[config.mk]
export PLATFORM = sky130hd
export DESIGN_NAME = program_loader
export DESIGN_NICKNAME = d
export VERILOG_FILES = /design/src/rtl/program_loader_pkg.sv /design/src/rtl/program_loader_byte_assembler.sv /design/src/rtl/program_loader.sv
export SDC_FILE = /design/constraint.sdc
export NUM_CORES = 1
export LEC_CHECK = 0
export BUFFER_PORTS_ARGS = -buffer_cell sky130_fd_sc_hd__buf_2
export CAP_MARGIN = 10
export CORE_ASPECT_RATIO = 1.2
export CORE_MARGIN = 5
export CORE_UTILIZATION = 31
export DETAILED_ROUTE_END_ITERATION = 10
export PLACE_DENSITY = 0.6
export REMOVE_ABC_BUFFERS = 1
export SYNTH_ARGS = -nofsm -noshare
export SYNTH_HDL_FRONTEND = slang
export SYNTH_SLANG_ARGS = --single-unit
[constraint.sdc]
create_clock -name clk -period 3.8 [get_ports clk]
set_clock_uncertainty 0.15 [all_clocks]
set_input_delay 0.38 -clock clk [delete_from_list [all_inputs] [get_ports clk]]
set_output_delay 0.38 -clock clk [all_outputs]
set_load 0.05 [all_outputs]
[src/rtl/program_loader_pkg.sv]
// Shared definitions for the program loader: FSM state encoding and word geometry.
package program_loader_pkg;

    localparam int DEF_WIDTH      = 32;
    localparam int DEF_ADD_WIDTH  = 8;
    localparam int BYTES_PER_WORD = DEF_WIDTH / 8;

    typedef enum logic [1:0] {
        IDLE  = 2'd0,
        LOAD  = 2'd1,
        FLUSH = 2'd2,
        DONE  = 2'd3
    } state_t;

    function automatic logic holds_cpu(input state_t s);
        return (s == LOAD) || (s == FLUSH);
    endfunction

endpackage

[src/rtl/program_loader_byte_assembler.sv]
// Packs a strobed byte stream into little-endian words; lane 0 is bits [7:0].
module program_loader_byte_assembler #(
    parameter int WIDTH = 32,
    parameter int IDX_W = 2
) (
    input  logic             clk,
    input  logic             rst,
    input  logic             clear,
    input  logic             strobe,
    input  logic [7:0]       byte_in,
    output logic [WIDTH-1:0] word,
    output logic [IDX_W-1:0] byte_idx,
    output logic             word_ready
);

    localparam int BYTES = WIDTH / 8;
    localparam logic [IDX_W-1:0] LAST_IDX = IDX_W'(BYTES - 1);

    logic [WIDTH-1:0] word_q;

    // word and word_ready are combinational so the completing byte can be
    // written to memory on the very next edge without an extra pipeline stage.
    always_comb begin
        // NOTE: default assignment first so no path through the block infers a latch.
        word = word_q;
        for (int i = 0; i < BYTES; i++) begin
            if (byte_idx == IDX_W'(i)) begin
                word[i*8 +: 8] = byte_in;
            end
        end
    end

    assign word_ready = strobe && (byte_idx == LAST_IDX);

    always_ff @(posedge clk or posedge rst) begin
        // NOTE: state is updated with non-blocking assignments so every register
        // samples pre-edge values regardless of statement order.
        if (rst) begin
            word_q   <= '0;
            byte_idx <= '0;
        end else if (clear) begin
            byte_idx <= '0;
        end else if (strobe) begin
            word_q   <= word;
            byte_idx <= (byte_idx == LAST_IDX) ? '0 : byte_idx + 1'b1;
        end
    end

endmodule

[src/rtl/program_loader.sv]
// Loads a byte stream into program memory as consecutive words while holding the CPU in reset.
module program_loader
    import program_loader_pkg::*;
#(
    parameter int WIDTH     = DEF_WIDTH,
    parameter int ADD_WIDTH = DEF_ADD_WIDTH,
    parameter int DEPTH     = 2 ** ADD_WIDTH
) (
    input  logic                 clk,
    input  logic                 rst,
    input  logic                 load_en,
    input  logic [7:0]           byte_in,
    input  logic                 byte_valid,
    output logic                 mem_wen,
    output logic [ADD_WIDTH-1:0] mem_addr,
    output logic [WIDTH-1:0]     mem_wdata,
    output logic                 cpu_hold,
    output logic                 busy,
    output logic                 done,
    output logic [ADD_WIDTH:0]   word_count,
    output logic [7:0]           checksum,
    output logic                 err
);

    localparam int BYTES = WIDTH / 8;
    localparam int IDX_W = $clog2(BYTES);
    localparam int CNT_W = ADD_WIDTH + 1;

    state_t state, next_state;
    logic   load_en_q;
    logic   start, accept, leave, full;

    logic [WIDTH-1:0] asm_word;
    logic [IDX_W-1:0] byte_idx;
    logic             word_ready;

    // The low bits of word_count double as the write address, so the address
    // stops advancing exactly when the memory is full and can never wrap.
    assign full = (word_count == CNT_W'(DEPTH));

    always_ff @(posedge clk or posedge rst) begin
        if (rst) begin
            state <= IDLE;
        end else begin
            state <= next_state;
        end
    end

    always_comb begin
        next_state = state;
        start      = 1'b0;
        accept     = 1'b0;
        leave      = 1'b0;
        case (state)
            IDLE, DONE: begin
                if (load_en && !load_en_q) begin
                    next_state = LOAD;
                    start      = 1'b1;
                end
            end
            LOAD: begin
                if (!load_en) begin
                    next_state = FLUSH;
                    leave      = 1'b1;
                end else begin
                    accept = byte_valid;
                end
            end
            FLUSH:   next_state = DONE;
            default: next_state = IDLE;
        endcase
    end

    program_loader_byte_assembler #(
        .WIDTH (WIDTH),
        .IDX_W (IDX_W)
    ) u_assembler (
        .clk        (clk),
        .rst        (rst),
        .clear      (start || leave),
        .strobe     (accept && !full),
        .byte_in    (byte_in),
        .word       (asm_word),
        .byte_idx   (byte_idx),
        .word_ready (word_ready)
    );

    always_ff @(posedge clk or posedge rst) begin
        if (rst) begin
            load_en_q  <= 1'b0;
            mem_wen    <= 1'b0;
            mem_addr   <= '0;
            mem_wdata  <= '0;
            cpu_hold   <= 1'b0;
            busy       <= 1'b0;
            done       <= 1'b0;
            word_count <= '0;
            checksum   <= '0;
            err        <= 1'b0;
        end else begin
            load_en_q <= load_en;
            mem_wen   <= 1'b0;
            cpu_hold  <= holds_cpu(next_state);
            busy      <= holds_cpu(next_state);
            done      <= (next_state == DONE);

            if (start) begin
                word_count <= '0;
                checksum   <= '0;
                err        <= 1'b0;
                mem_addr   <= '0;
            end

            // Bytes past a full memory still count toward the checksum.
            if (accept) begin
                checksum <= checksum ^ byte_in;
                if (full) begin
                    err <= 1'b1;
                end
            end

            if (word_ready) begin
                mem_wen    <= 1'b1;
                mem_addr   <= word_count[ADD_WIDTH-1:0];
                mem_wdata  <= asm_word;
                word_count <= word_count + 1'b1;
            end

            if (leave && (byte_idx != '0)) begin
                err <= 1'b1;
            end
        end
    end

endmodule
==> results.ini <==
[worst_setup_path]
critPathKind = reg -> reg
required_ns = 3.87
critPathArrivalTime_ns = 2.79
crit_chain = inv_1, ha_1, and4bb_1, a21o_4, inv_2, and3_1, a211o_1
slowest_delay_ns = 0.58
cp_slowest_cell = a21o_4
critPathLaunchType = flop
reg2reg_setup_slack_ns = 1.08
end_kind = flop
crit_fanout = 78

[clock_tree]
cts-root-buf = clkbuf_16
clk_pin_slew_worst_paths_ns = 0.06
hold_buffers = 0
clock_tree.buffer_depth = 2
cts.sinks = 90
clk_latency_ns = 0.33
cts_tree = yes
cts_buffers = 9
h-tree-depth = 3
cts_resized = 0
post_cts_buffers = 0

[logic_synthesis]
ys_seq_area_share_pct = 54.7
ys_ff_latch = 90
synth_top_family_by_area = multiplexers
ys_types = 37
yosysTopAreaCell = dfrtp_1
synth_top_area_share_pct = 54.7
synthTopCellsByArea = dfrtp_1 (55%), mux2_4 (8.7%), nand2_1 (6.8%)
ys_warn_count = 0
synth_compound_area_share_pct = 8.26
netlist_area_um2 = 4120
synth_cells = 376
yosys.area_share.xor_xnor_pct = 0.425
synthMuxAreaShare_pct = 15.1
avgSynthCellArea_um2 = 11.0
synthSimpleGateAreaFrac_pct = 14.3
synthAdderAreaFrac_pct = 2.73

[pwr]
power_density_nw_per_um2 = 672
p_leak_uw = 0.00252
vdd_drop_max_v = 0.000437

[finish]
multi_input_area_um2 = 1680
syn_to_final_growth_pct = 18.6
fillers = 1314
layout.area.seq_um2 = 2250
final_core_util_pct = 37.2
layout.nets = 455
drive_above_1_share_pct = 27.3
antenna_cells = 0

[die]
die_w_um = 115
core.rowCount = 46
die_area_um2 = 15700
die_y_um = 136
start_util_pct = 31.4
placeableCoreArea_um2 = 13100
io_pins = 74

[global_routing]
grt.total_usage_pct = 12.1
grt_max_degree = 79
first_global_vias = 2855
grt_first_pass_wirelength_um = 14800
gr-total-overflow = 0
antenna_found_initial = 0

[place]
dp_hpwl_um = 6590
io_buffers = 73
gp_congestion = 0.731

[timing]
rsz0062_at_grt = no
setup_violations = 0
fin_tns_setup_ns = 0
period_share_pct = 71.7
worst_slew_pin_slew_ns = 0.723
max_slew_margin_pct = 51.7
hold-worst-slack_ns = -0.0103
slew_viol_final = 0
clock.fmax_mhz = 367
period_minus_slack_ns = 2.72
hold_violations = 18

[hold_path]
worst_hold_path_type = in -> async

[run_status]
violations = hold timing
outcome = complete, but fails checks

[run]
maxCapViolCount = 0

[routing]
wirelength_um = 9330
avgRoutedWirePerCell_um = 15.4
dr.pass1.iters = 4
ant_nets = 0
detail_route.vias_per_cell = 4.74
drcViolationCount = 0
vias = 2876
drt_iter0_markers = 93

## cells by family after synthesis
kind of cell             Yosys count
XOR/XNOR                           2
AND/OR/NAND/NOR                  129
flip-flops                        90
buffers and inverters             38
AO/OA/AOI/OAI                     58
multiplexers                      50
adder cells (fa/ha/maj)            9
## final cells by class
type	count	area share, %
inverter	9	0.717
clock inverter	5	1.59
tap	168	4.30
timing repair buffer	76	7.94
multi-input combinational	248	34.4
sequential	90	46.1
clock buffer	11	4.97
## layout by cell type (no fill, tap or decap), drive strengths merged, types with 2 or more instances in the layout
cell | netlist | final
nor2 | 12 | 12
dfrtp | 90 | 90
nand2 | 75 | 75
o21ai | 46 | 46
clkinv | 0 | 3
and2 | 3 | 3
mux2i | 26 | 26
bufinv | 0 | 2
a221o | 3 | 3
a211o | 3 | 3
buf | 24 | 76
xor2 | 2 | 2
ha | 9 | 9
inv | 9 | 8
nor3 | 4 | 4
mux2 | 24 | 24
nor4 | 2 | 2
and3 | 8 | 8
clkbuf | 5 | 11
nand3 | 18 | 18
## worst paths after layout
check | to | start | cells after the start
setup / recovery | word_count[8]$_DFFE_PP0P_ | word_count[0]$_DFFE_PP0P_ | 7
hold / removal | mem_wdata[3]$_DFFE_PP0P_ | rst | 2
setup reg to reg | word_count[8]$_DFFE_PP0P_ | word_count[0]$_DFFE_PP0P_ | 7
hold reg to reg | mem_wdata[27]$_DFFE_PP0P_ | mem_wdata[27]$_DFFE_PP0P_ | 2
max in group asynchronous | mem_wdata[27]$_DFFE_PP0P_ | rst | 3
min in group clk | load_en_q$_DFF_PP0_ | load_en | 1
## synth_stat cells (all sizes together)
cell type	n
dfrtp	90
nand2	75
o21ai	46
mux2i	26
buf	24
mux2	24
nand3	18
nor2	12
ha	9
inv	9
and3	8
clkbuf	5
nor3	4
a211o	3
a221o	3
and2	3
nor4	2
xor2	2
a21o	1
a21oi	1
a221oi	1
and4	1
and4bb	1
nand2b	1
nand3b	1
nand4	1
nor2b	1
nor3b	1
o211ai	1
o21a	1
o22ai	1
## registers in the layout, summed over array words and instances, names as in the netlist
register and flops:
state 2, busy 1, err 1, done 1, load_en_q 1, mem_addr 8, mem_wdata 32, u_assembler.byte_idx 2
checksum 8, mem_wen 1, u_assembler.word_q 24, word_count 9
## critical path: cells and delay by family, from the launching register on
| family | cells | cell delay, ns |
|---|---|---|
| flip-flops | 1 | 0.44 |
| adder cells (fa/ha/maj) | 1 | 0.14 |
| AND/OR/NAND/NOR | 2 | 0.57 |
| buffers and inverters | 2 | 0.43 |
| AO/OA/AOI/OAI | 2 | 0.84 |
## metrics by stage
| step | cell area, µm² | worst slack [ns] | instances | hold WS [ns] | power, µW |
|---|---|---|---|---|---|
| 2_1_floorplan | 3970 | 0.935 | 347 | 0.261 | 2090 |
| 3_5_place_dp | 4560 | 1.07 | 591 | 0.312 | 2360 |
| 3_3_place_gp | 4560 | 1.11 | 591 | 0.309 | 2340 |
| 4_1_cts | 4880 | 1.07 | 607 | 0.00630 | 3320 |
| 5_1_grt | 4880 | 0.863 | 607 | 0.0389 | 3460 |
| 6_report | 4880 | 1.08 | 607 | -0.0103 | 3280 |
## where the power goes
group          leakage (µW)  switching, µW  internal [µW]  total [µW]
Sequential          0.00122            127           1160        1290
Clock              0.000156            352            592         943
Combinational       0.00115            642            408        1050
## metal layers
layer	share of wire, %	routed length [µm]	global-route usage [%]
met5	0	0	0
met3	6.0	560	3.78
met4	1.1	104	3.72
met2	47	4400	19.4
met1	46	4260	15.7
Power figures use the tool's default switching activity.
